[config.mk]
export PLATFORM = sky130hd
export DESIGN_NAME = riscv_muldiv_unit
export DESIGN_NICKNAME = d
export VERILOG_FILES = /design/src/rtl/riscv_muldiv_unit.sv
export SDC_FILE = /design/constraint.sdc
export NUM_CORES = 1
export LEC_CHECK = 0
export ABC_AREA = 1
export BUFFER_PORTS_ARGS = -buffer_cell sky130_fd_sc_hd__buf_2
export CAP_MARGIN = 5
export CORE_ASPECT_RATIO = 1.5
export CORE_MARGIN = 4
export CORE_UTILIZATION = 50
export CTS_BUF_LIST = sky130_fd_sc_hd__clkbuf_8
export DETAILED_ROUTE_END_ITERATION = 7
export PLACE_DENSITY = 0.77
export SYNTH_ARGS = -nofsm -noshare
export SYNTH_HDL_FRONTEND = slang
export SYNTH_SLANG_ARGS = --single-unit
export TNS_END_PERCENT = 30
[constraint.sdc]
create_clock -name clk -period 3.7 [get_ports clk]
set_input_delay 0.185 -clock clk [delete_from_list [all_inputs] [get_ports clk]]
set_output_delay 0.185 -clock clk [all_outputs]
set_load 0.01 [all_outputs]
[src/rtl/riscv_muldiv_unit.sv]
// Iterative RV32M multiply/divide unit. Works on operand magnitudes: shift-add
// multiply on a 2N-bit accumulator, restoring divide on an N+1-bit partial
// remainder, both retiring BITS_PER_CYCLE bits per cycle, then sign-correct
// on the way into the registered result.
module riscv_muldiv_unit #(
    parameter int unsigned N              = 32,
    parameter int unsigned BITS_PER_CYCLE = 1
) (
    input  logic         clk,
    input  logic         rst,
    input  logic         start,
    input  logic [2:0]   funct3,
    input  logic [N-1:0] a,
    input  logic [N-1:0] b,
    input  logic         abort,
    output logic         busy,
    output logic         done,
    output logic [N-1:0] result
);
    localparam int unsigned B    = BITS_PER_CYCLE;
    localparam int unsigned S    = N / BITS_PER_CYCLE;
    localparam int unsigned CntW = (S > 1) ? $clog2(S) : 1;
    localparam int unsigned W2   = 2 * N;
    localparam logic [N-1:0] MinVal = {1'b1, {(N-1){1'b0}}};

    typedef enum logic [1:0] {StIdle, StRun, StDone} state_e;

    state_e          state_q, state_d;
    logic [2:0]      op_q, op_d;
    logic            sign_q, sign_d;
    logic [CntW-1:0] cnt_q, cnt_d;
    logic [N-1:0]    opa_q, opa_d;     // multiplicand, or dividend shifting into quotient
    logic [N-1:0]    opb_q, opb_d;     // multiplier shifting out, or divisor
    logic [W2-1:0]   acc_q, acc_d;
    logic [N:0]      rem_q, rem_d;
    logic            busy_q, busy_d;
    logic            done_q, done_d;
    logic [N-1:0]    result_q, result_d;

    logic            a_sgn, b_sgn, a_neg, b_neg, sign_in;
    logic [N-1:0]    a_mag, b_mag;
    logic            div_zero, div_ovf, fast;
    logic [N-1:0]    fast_res;

    // Decode the incoming request: magnitudes, result sign and fast-path cases.
    always_comb begin
        a_sgn    = funct3[2] ? ~funct3[0] : (funct3[1:0] != 2'b11);
        b_sgn    = funct3[2] ? ~funct3[0] : ~funct3[1];
        a_neg    = a_sgn & a[N-1];
        b_neg    = b_sgn & b[N-1];
        a_mag    = a_neg ? -a : a;
        b_mag    = b_neg ? -b : b;
        // Remainder takes the dividend's sign; everything else the XOR.
        sign_in  = (funct3[2] & funct3[1]) ? a_neg : (a_neg ^ b_neg);
        div_zero = funct3[2] & (b == '0);
        div_ovf  = funct3[2] & ~funct3[0] & (a == MinVal) & (&b);
        fast     = div_zero | div_ovf;
        if (div_zero) fast_res = funct3[1] ? a : '1;
        else          fast_res = funct3[1] ? '0 : a;
    end

    logic [B-1:0]      digit;
    logic [N+B-1:0]    partial, hi_sum;
    logic [W2+B-1:0]   wide;
    logic [W2-1:0]     acc_step, prod_s;
    logic [N-1:0]      opb_step;
    logic [N:0]        div_r, div_diff;
    logic [N-1:0]      div_q, mul_res, div_val, div_res, run_res;

    // One iteration of each datapath plus the sign-corrected final result.
    always_comb begin
        digit    = opb_q[B-1:0];
        partial  = {{B{1'b0}}, opa_q} * {{N{1'b0}}, digit};
        hi_sum   = {{B{1'b0}}, acc_q[W2-1:N]} + partial;
        wide     = {hi_sum, acc_q[N-1:0]};
        acc_step = W2'(wide >> B);
        opb_step = opb_q >> B;

        div_r    = rem_q;
        div_q    = opa_q;
        div_diff = '0;
        for (int i = 0; i < int'(B); i++) begin
            div_r    = {div_r[N-1:0], div_q[N-1]};
            div_q    = {div_q[N-2:0], 1'b0};
            div_diff = div_r - {1'b0, opb_q};
            if (!div_diff[N]) begin
                div_r    = div_diff;
                div_q[0] = 1'b1;
            end
        end

        // Negate the full product so the high half is correct for MULH*.
        prod_s  = sign_q ? -acc_step : acc_step;
        mul_res = (op_q[1:0] == 2'b00) ? prod_s[N-1:0] : prod_s[W2-1:N];
        div_val = op_q[1] ? div_r[N-1:0] : div_q;
        div_res = sign_q ? -div_val : div_val;
        run_res = op_q[2] ? div_res : mul_res;
    end

    // Next-state logic for the IDLE/RUN/DONE sequencer and datapath registers.
    always_comb begin
        state_d  = state_q;
        op_d     = op_q;
        sign_d   = sign_q;
        cnt_d    = cnt_q;
        opa_d    = opa_q;
        opb_d    = opb_q;
        acc_d    = acc_q;
        rem_d    = rem_q;
        busy_d   = busy_q;
        done_d   = 1'b0;
        result_d = result_q;

        unique case (state_q)
            StIdle, StDone: begin
                state_d = StIdle;
                busy_d  = 1'b0;
                if (start) begin
                    op_d   = funct3;
                    sign_d = sign_in;
                    opa_d  = a_mag;
                    opb_d  = b_mag;
                    cnt_d  = '0;
                    acc_d  = '0;
                    rem_d  = '0;
                    busy_d = 1'b1;
                    if (fast) begin
                        state_d  = StDone;
                        done_d   = 1'b1;
                        result_d = fast_res;
                    end else begin
                        state_d = StRun;
                    end
                end
            end
            StRun: begin
                cnt_d = cnt_q + 1'b1;
                if (op_q[2]) begin
                    opa_d = div_q;
                    rem_d = div_r;
                end else begin
                    acc_d = acc_step;
                    opb_d = opb_step;
                end
                if (cnt_q == CntW'(S - 1)) begin
                    state_d  = StDone;
                    done_d   = 1'b1;
                    result_d = run_res;
                end
            end
            default: begin
                state_d = StIdle;
                busy_d  = 1'b0;
            end
        endcase

        // Flush wins over everything, including a simultaneous start.
        if (abort) begin
            state_d  = StIdle;
            busy_d   = 1'b0;
            done_d   = 1'b0;
            result_d = result_q;
        end
    end

    // State and registered outputs.
    always_ff @(posedge clk or negedge rst) begin
        if (!rst) begin
            state_q  <= StIdle;
            op_q     <= '0;
            sign_q   <= 1'b0;
            cnt_q    <= '0;
            opa_q    <= '0;
            opb_q    <= '0;
            acc_q    <= '0;
            rem_q    <= '0;
            busy_q   <= 1'b0;
            done_q   <= 1'b0;
            result_q <= '0;
        end else begin
            state_q  <= state_d;
            op_q     <= op_d;
            sign_q   <= sign_d;
            cnt_q    <= cnt_d;
            opa_q    <= opa_d;
            opb_q    <= opb_d;
            acc_q    <= acc_d;
            rem_q    <= rem_d;
            busy_q   <= busy_d;
            done_q   <= done_d;
            result_q <= result_d;
        end
    end

    assign busy   = busy_q;
    assign done   = done_q;
    assign result = result_q;

endmodule

* Word level (Yosys, flattened, before mapping)
Cells that the tools add are included.
Operators by class: muxes and demuxes 46, add/subtract/negate cells 7, reductions and logical operators 11, shift operators 0, bitwise logic cells 12, divide/modulo/power cells 0, eq/ne operators 12, multipliers 1, magnitude comparators 0
Operators by type and width (number):
- 32-bit 2-to-1 mux | 19
- 32-bit case mux with 2 select lines | 4
- 64-bit 2-to-1 mux | 3
- 64-bit case mux with 2 select lines | 1
- 32-bit negator | 3
- 64-bit negator | 1
- 32-bit by 33-bit adder with 33-bit output | 1
- 32-bit by 1-bit multiplier with 33-bit output | 1
- 33-bit by 32-bit subtractor with 33-bit output | 1
- 32-bit == test, second input constant | 1
- 32-bit zero test | 1
- 32-bit AND reduction | 1
- 2-bit inequality test, second input constant | 7
- 1-bit 2-to-1 mux | 10
- 5-bit case mux with 2 select lines | 1
- 2-bit 2-to-1 mux | 4
- 1-bit AND | 7
- 3-bit AND reduction | 2
- 5-bit by 1-bit adder with 5-bit output, second input constant | 1
- 5-bit == test, second input constant | 1
- 5-bit 2-to-1 mux | 1
- 5-bit AND reduction | 1
- 2-bit zero test | 2
- 1-bit case mux with 2 select lines | 2
- 10 further kinds | 13
Storage, ports and cells: logic and storage cells 100, flip-flop bits (word level) 205, output and inout bits 34, memories 0, RAM bits 0, bits in read-only memories 0, bits in latches 0

* Logic depth before layout (Yosys ltp)
Gate-level depths: netlist (run 1).
depth after elaboration 9, gate-level depth with buffers 30

* Worst setup path before layout (run 1)
OpenSTA, ideal clock, no wires.
path kind register to register, start point reg opb_q[0], end point reg result_q[24], in the netlist result[24], path buffers 1, setup time 0.116 ns, data required time 3.584 ns, stages on the path, launching flop included 24, setup slack 0.409 ns, arrival 3.175 ns, cell sequence dfrtp_1 > clkbuf_1 > nand2_1 > inv_1 > ha_1 > fa_1 > nand3_1 > nand3_1 > nand2_1 > nand2_1 > nand3_1 > nand2_1 > xnor2_1 > nand2_1 > nor2_1 > nand2_1 > o21ai_1 > nand2_1 > a21oi_1 > o21ai_1 > a21oi_1 > nand2_1 > nand2_1 > nand2_1
Between the ends: word-level cells in the longest chain between the ends 8, elaborated cells between the ends (all ways) 14
Ends and longest elaborated chain:
- start: declaration | line 33 | logic [N-1:0] opb_q, opb_d;
- start signal: assignment | line 186 | opb_q <= opb_d;
- 32-bit by 1-bit multiplier with 33-bit output / 33-bit by 32-bit subtractor with 33-bit output (equally long branches) | line 73, 85
- 32-bit by 33-bit adder with 33-bit output, or another cell as far along | line 74 | hi_sum = {{B{1'b0}}, acc_q[W2-1:N]} + partial;
- 64-bit negator / 32-bit 2-to-1 mux (equally long branches) | line 93, 95
- 64-bit 2-to-1 mux / 32-bit negator (equally long branches) | line 93, 96
- 32-bit 2-to-1 mux (on tied branches) | line 94, 96
- 32-bit 2-to-1 mux (*) | line 97 | run_res = op_q[2] ? div_res : mul_res;
- 32-bit 2-to-1 mux (*) | line 145 | if (cnt_q == CntW'(S - 1)) begin
- 32-bit case mux with 2 select lines (*) | line 114 | unique case (state_q)
- end signal: assignment | line 191 | result_q <= result_d;
- end: declaration | line 38 | logic [N-1:0] result_q, result_d;
Every way passes the cells marked *; elsewhere a longest branch is shown, timed or not. The select of a mux whose other input is x is not followed. A chain may end at the register's enable or synchronous reset.

* Worst setup path after layout (run 1)
start point reg opb_q[0], end point reg result_q[25], in the netlist result[25]
Same word-level chain as after synthesis.

==> results.md, run 1 <==
- Static leakage: 12.2 nW
- Syn Nets: 3338
- Design Area, Final: 0.0238 mm²
- CP Class: reg -> reg
- Initial core utilization: 50.8%
- Slew headroom: 25.6%
- Synth Warn #: 0
- Initial antenna violation count: 7
- Core area: 0.0388 mm²
- Total gr overflow: 0
- Post-layout nets: 3612
- Max incr delay on CP: 420 ps
- Final core utilization: 61.4%
- Most frequent cell after synthesis: nand2_1
- Vias in the first global route: 22200
- Top post-synthesis cells by area: dfrtp_1 26%, nand2_1 19%, inv_1 7.2%
- Maximum VDD drop: 0.000419 V
- Antenna Violating Nets Remaining: 0
- Routability cong.: 1.09
- Average wire per standard cell: 21.9 µm
- Post-synthesis sequential area ratio: 25.9%
- # fillers: 3827
- Min cycle time layout: 3680 ps
- Die W: 170 µm
- DR iter-0 viols: 2270
- Crit path top cell by count: nand2_1
- Vias: 23500
- Post-synth cell types: 55
- Worst-path clk slew: 60 ps
- Avg Vias per Cell: 5.87
- EDFF count, synth: 0
- Later-pin clock latency in the skew report: 600 ps
- MaxCap Viol Count: 0
- Htree depth: 2
- Tcrit/Tclk final: 99.4%
- Port Buf Inserts: 104
- Predominant post-synthesis flop cell: dfrtp_1
- Largest net degree at the start of global routing: 99
- Commonest cells in the netlist: 982 x nand2_1, 377 x inv_1, 275 x nor2_1
- Cell Area, Placed: 0.0222 mm²
- Total global-route track usage: 39.3%
- Cell with the largest stage delay on the worst path: dfrtp_1
- CTS Root Cell: clkbuf_8
- Synth area leader: dfrtp_1
- Synth top area share: 25.9%
- Detailed Routing Iterations Pass 1: 6
- Cell count after synthesis: 3193
- Die H: 251 µm
- CTS tree: built
- Share of cells above drive strength 1: 18.7%
- Setup violations, final: 0
- Top delay family on crit path: simple AND/OR/NAND/NOR gates
- Critical Path RT: 4190 ps
- WP buf/inv: 6
- Total CTS buffers: 38
- Async set or reset register ratio after synthesis: 100%
- Cell Area, Synth: 0.0197 mm²
- Final Hold Viols: 0
- HP Class: in -> reg
- Critical path arrival: 4170 ps
- Least-Margin Pin Slew: 1120 ps
- Register area: 0.00511 mm²
- Status: finished, final reports clean
- Remaining DRCs: 0
- Worst Setup Start Kind: flop
- CP max FO: 18
- Fin cells: 3993
- Final slew viol count: 0
- RSZ-0062 raised after global routing: true
- Post-DP HPWL: 67900 µm
- Mean Syn Cell Area: 6.17 µm²
- Setup Skew: 23.1 ps
- Clk sinks: 204
- Synthesized flop and latch total: 204
- Highest clock rate: 272 MHz
- Max Buffers Root-to-Sink: 3
- Row count: 88
- Multi-input logic area: 0.0132 mm²
- I/O pin count: 105
- Total negative slack: 0 ps
- Routed wire length: 87400 µm
- Die Footprint: 0.0427 mm²
- Pwr Density: 658 mW/mm²
- Area growth syn-to-layout: 20.8%
- Dpl cells: 3904
- Critical Path End Type: flop
- First-pass GRT wire length: 128000 µm
[layout make-up]
class                           count  share of cell area (%)
Sequential cell                   204                    21.4
Clock inverter                     20                   0.836
Antenna cell                        3                  0.0315
Multi-Input combinational cell   2480                    55.6
Tap cell                          495                    2.60
Inverter                          394                    6.22
Timing Repair Buffer              349                    10.5
Clock buffer                       48                    2.78
[cells by family (layout without fill, tap and decap cells)]
kind of cell    count (synthesis)  after routing  synth area share, %
compound gates                576            576                 16.5
buf+inv                       510            811                 10.0
other cells                     0              3                    0
flops                         204            204                 25.9
fa+ha+maj                      91             91                 5.64
simple gates                 1725           1726                 38.0
xor+xnor                       87             87                 3.90
[power by group]
part	switching, mW	total (mW)	leakage, nW	internal (mW)
logic	6.34	10.0	9.05	3.70
clock network	1.11	2.57	0.474	1.46
registers	0.440	3.08	2.66	2.64
total	7.89	15.7	12.2	7.79
[worst min-delay path: cells and delay by family]
| family | cells | cell delay, ps |
|---|---|---|
| buf+inv | 1 | 130 |
| compound gates | 2 | 240 |
[routing by layer]
layer / vias to the layer above / GRT usage, % / share of wire [%]
li1: 11000 / - / -
met1: 10900 / 39.8 / 33
met2: 1116 / 65.5 / 47
met3: 454 / 8.34 / 7.2
met4: 10 / 38.2 / 13
met5: - / 0 / 0.086
[repair_timing]
| action | in CTS | in global routing |
|---|---|---|
| hold buffers | 6 | 0 |
| setup buffers | 0 | 11 |
| hold endpoints to repair | 101 | 0 |
| pin swaps | 0 | 34 |
| resized for setup | 8 | 151 |
| setup endpoints to repair | 11 | 30 |
| cloned | 0 | 1 |
[final timing paths]
| kind | from | to | slack, ps | depth (start not counted) |
|---|---|---|---|---|
| setup / recovery | opb_q[0] | result[25] | 20 | 25 |
| hold / removal | b[31] | opb_q[31] | 10 | 3 |
| setup reg to reg | opb_q[0] | result[25] | 20 | 25 |
| hold reg to reg | result[0] | result[0] | 480 | 1 |
| max in group asynchronous | rst | acc_q[11] | 2510 | 3 |
| min in group asynchronous | rst | opb_q[3] | 190 | 2 |
[metrics by stage]
step | worst slack, ps | hold WS [ps] | power [mW]
after floorplan | 409 | -111 | 8.38
after global routing | -169 | 16.9 | 16.6
after CTS | -38.5 | 1.72 | 14.8
after detailed placement | -124 | 264 | 12.2
after global placement | -48.4 | 264 | 12.1
final | 20.8 | 11.7 | 15.7
[flip-flops by register name, indices dropped and copies added (netlist names), 2 cells and up]
signal and flops:
op_q 3, opa_q 32, rem_q 32, opb_q 32
result 32, state_q 2, cnt_q 5, acc_q 63
[placed cells by master (no fill, tap or decap), types with 16 or more instances in the layout]
master and n:
o221ai_1 25, nand2_2 68, nand2_1 952, a21oi_1 141, nor3_1 46, dfrtp_1 203, inv_2 25, xnor2_1 28
xor2_1 56, clkbuf_8 48, nand3_1 199, buf_4 230, o211ai_1 34, o21ai_1 20, ha_1 58, o21ai_0 244
nand3b_1 22, nor2_2 38, a21oi_2 20, nand3_2 16, maj3_1 17, o22ai_1 42, nor2_1 245, buf_2 103
inv_1 375, nand4_1 64
Power figures use the tool's default switching activity.
==> run 2, diff against run 1 <==
--- a/config.mk
+++ b/config.mk
@@ -5,7 +5,7 @@
 export SDC_FILE = /design/constraint.sdc
 export NUM_CORES = 1
 export LEC_CHECK = 0
-export ABC_AREA = 1
+export ABC_AREA = 0
 export BUFFER_PORTS_ARGS = -buffer_cell sky130_fd_sc_hd__buf_2
 export CAP_MARGIN = 5
 export CORE_ASPECT_RATIO = 1.5
==> results.md, run 2 <==
- Tcrit/Tclk final: 117% (+18 points)
- Hold WS: 70.5 ps (+58.8 ps)
- Worst-path clk slew: 70 ps (about the same)
- DR iter-0 viols: 1897 (-16%)
- Min cycle time layout: 4340 ps (+663 ps)
- Status: finished, violations left
- MaxCap Viol Count: 0 (unchanged)
- CTS tree: built
- Cell Area, Placed: 0.0238 mm² (+7.3%)
- Predominant post-synthesis flop cell: dfrtp_1
- Avg Vias per Cell: 6.21 (+5.7%)
- Die Footprint: 0.0408 mm² (-4.4%)
- Antenna Violating Nets Remaining: 0 (unchanged)
- Pwr Density: 653 mW/mm² (-0.83%)
- Final core utilization: 70.8% (+9.3 points)
- Synthesized flop and latch total: 204 (unchanged)
- Synth top area share: 27.2% (+1.3 points)
- P_int: 9.16 mW (+18%)
- Post-layout nets: 3311 (-8.3%)
- Final slew viol count: 0 (unchanged)
- Setup Skew: 43.5 ps (+20.4 ps)
- CP max FO: 4 (-14)
- Htree depth: 2 (unchanged)
- Core area: 0.0369 mm² (-4.8%)
- Sw Pwr: 7.89 mW (about the same)
- Post-DP HPWL: 66500 µm (-2.0%)
- Initial antenna violation count: 4 (-3)
- Total CTS buffers: 37 (-2.6%)
- Multi-input logic area: 0.0141 mm² (+6.4%)
- Total gr overflow: 0 (unchanged)
- Vias in the first global route: 22900 (+3.2%)
- Port Buf Inserts: 104 (unchanged)
- Slew headroom: 32.1% (+6.5 points)
- Max Buffers Root-to-Sink: 3 (unchanged)
- Die W: 166 µm (-2.2%)
- Clock power share: 13.7% (-2.7 points)
- Remaining DRCs: 0 (unchanged)
- Initial core utilization: 50.9% (+0.086 points)
- Later-pin clock latency in the skew report: 600 ps (about the same)
- Post-synthesis sequential area ratio: 27.2% (+1.3 points)
- Most frequent cell after synthesis: nand2_1
- Detailed Routing Iterations Pass 1: 8 (+2)
- Final worst slack: -643 ps (-663 ps)
- Synth area leader: dfrtp_1
- Max reg flops: 63 (unchanged)
- Top post-synthesis cells by area: dfrtp_1 27%, nand2_1 6.9%, o21ai_0 6.7%
- Cell Area, Synth: 0.0188 mm² (-4.6%)
- Combinational Power Share: 69.2% (+5.2 points)
- Critical Path End Type: flop
- Routability cong.: 1.09 (about the same)
- Total power: 17.1 mW (+8.8%)
- Vias: 22800 (-2.6%)
- Setup violations, final: 29 (+29)
- First-pass GRT wire length: 131000 µm (+2.1%)
- Largest net degree at the start of global routing: 105 (+6.1%)
- Critical Path RT: 4160 ps (-30 ps)
- Post-synth cell types: 91 (+65%)
- Async set or reset register ratio after synthesis: 100% (unchanged)
- Maximum VDD drop: 0.000456 V (+8.8%)
- Share of cells above drive strength 1: 31.4% (+13 points)
- Least-Margin Pin Slew: 1020 ps (-97.8 ps)
- Register area: 0.00511 mm² (+0.12%)
- Final Hold Viols: 0 (unchanged)
- Failing checks: setup timing
- Sw Ratio: 46.3% (-4.0 points)
- Flop pwr share: 17.1% (-2.5 points)
- Critical path arrival: 4800 ps (+630 ps)
- Commonest cells in the netlist: 348 x nand2_1, 261 x nor2_1, 252 x o21ai_0
- Row count: 86 (-2.3%)
- DP Worst Slack: -982 ps (-858 ps)
- Average wire per standard cell: 23.7 µm (+8.3%)
- Clk sinks: 204 (unchanged)
- I/O pin count: 105 (unchanged)
- Top reg by flops: acc_q
- Synth Warn #: 0 (unchanged)
- CTS Root Cell: clkbuf_8
- Worst Setup Start Kind: flop
- Total global-route track usage: 41.2% (+1.9 points)
- EDFF count, synth: 0 (unchanged)
- Design Area, Final: 0.0261 mm² (+9.7%)
- Die H: 245 µm (-2.3%)
- Routed wire length: 87200 µm (-0.13%)
- # fillers: 3104 (-19%)
- Area growth syn-to-layout: 38.9%
- RSZ-0062 raised after global routing: true
- Syn Nets: 2716 (-19%)
- Most common cell after layout, fill and taps aside: buf_4
- CP Class: reg -> reg
- Static leakage: 12.1 nW (-1.1%)
- Commonest cells after routing, fill and taps aside: 588 x buf_4, 341 x nand2_1, 252 x nor2_1
- Mean Syn Cell Area: 7.31 µm² (+18%)
- Highest clock rate: 230 MHz (-15%)
- HP Class: in -> reg
- Cell count after synthesis: 2571 (-19%)
run 2: cell count changes after synthesis, moves of 43 or more:
cell      previous run  this run
inv_1              377        73
nand3_1            213       118
xnor2_1             30        89
clkbuf_1            85       128
a21oi_1            160       223
nand2_1            982       348
o31ai_1              4        47
run 2: logic make-up (layout without fill, tap and decap cells):
| kind of cell | after synthesis | count (layout) | share of synthesized area [%] |
|---|---|---|---|
| mux | 46 | 46 | 2.51 |
| compound gates | 795 | 795 | 26.1 |
| xor+xnor | 173 | 173 | 8.10 |
| other cells | 0 | 5 | 0 |
| buf+inv | 234 | 855 | 4.78 |
| flops | 204 | 204 | 27.2 |
| simple gates | 1043 | 1043 | 26.2 |
| fa+ha+maj | 76 | 76 | 5.11 |
run 2: power groups by stage:
stage	clock [mW]	sequential, mW	combinational, mW
2_1_floorplan	0	2.84	5.14
3_3_place_gp	0	2.90	9.95
3_5_place_dp	0	2.90	10.1
4_1_cts	2.35	2.89	10.9
5_1_grt	2.45	2.93	12.5
6_report	2.34	2.91	11.8
run 2: cell type report:
cell class,count,area share (%)
Multi-Input combinational cell,2133,54.0
Timing Repair Buffer,716,20.1
Sequential cell,204,19.6
Clock buffer,44,2.32
Tap cell,484,2.32
Inverter,74,1.06
Clock inverter,21,0.604
Antenna cell,5,0.0479
run 2: metal layers:
metal / track usage, % / share of wire [%]
met1: 42.7 / 34
met4: 34.8 / 11
met2: 73.5 / 49
met5: 0 / 0.023
met3: 5.56 / 5.8
run 2: worst max-delay path, cell delays in order, from the launching register on:
cell      delay, ps
dfrtp_2         460
buf_4           160
and2_4          160
ha_4            170
buf_4           140
o21ai_2         190
o21ai_2         130
nor4b_4         150
buf_4           140
buf_4           150
or2_2           310
a21o_1          190
xor2_2          200
or4b_4          570
o31ai_4         260
xnor2_1         110
a311oi_1        290
buf_4           190
o32ai_2          70
a21o_1          180
run 2: final timing paths:
check | from | endpoint | slack [ps] | cells past startpoint
setup / recovery | opb_q[0] | result[26] | -640 | 19
hold / removal | a[1] | opa_q[1] | 70 | 5
setup reg to reg | opb_q[0] | result[26] | -640 | 19
hold reg to reg | result[3] | result[3] | 500 | 2
max in group asynchronous | rst | rem_q[27] | 2460 | 3
min in group asynchronous | rst | acc_q[6] | 260 | 2
run 2: what timing repair did:
item | CTS | global route
endpoints found under the hold margin | 107 | 0
setup endpoints to repair | 33 | 36
pin swaps | 58 | 52
hold buffers | 7 | 0
buffers inserted | 21 | 12
resized for setup | 146 | 102
run 2: through the flow:
stage / TNS, ps / instances
after floorplan: -14160 / 2571
after global placement: -19220 / 3573
after CTS: -12230 / 3665
after global routing: -16840 / 3678
final: -12910 / 3681
after detailed placement: -21260 / 3573
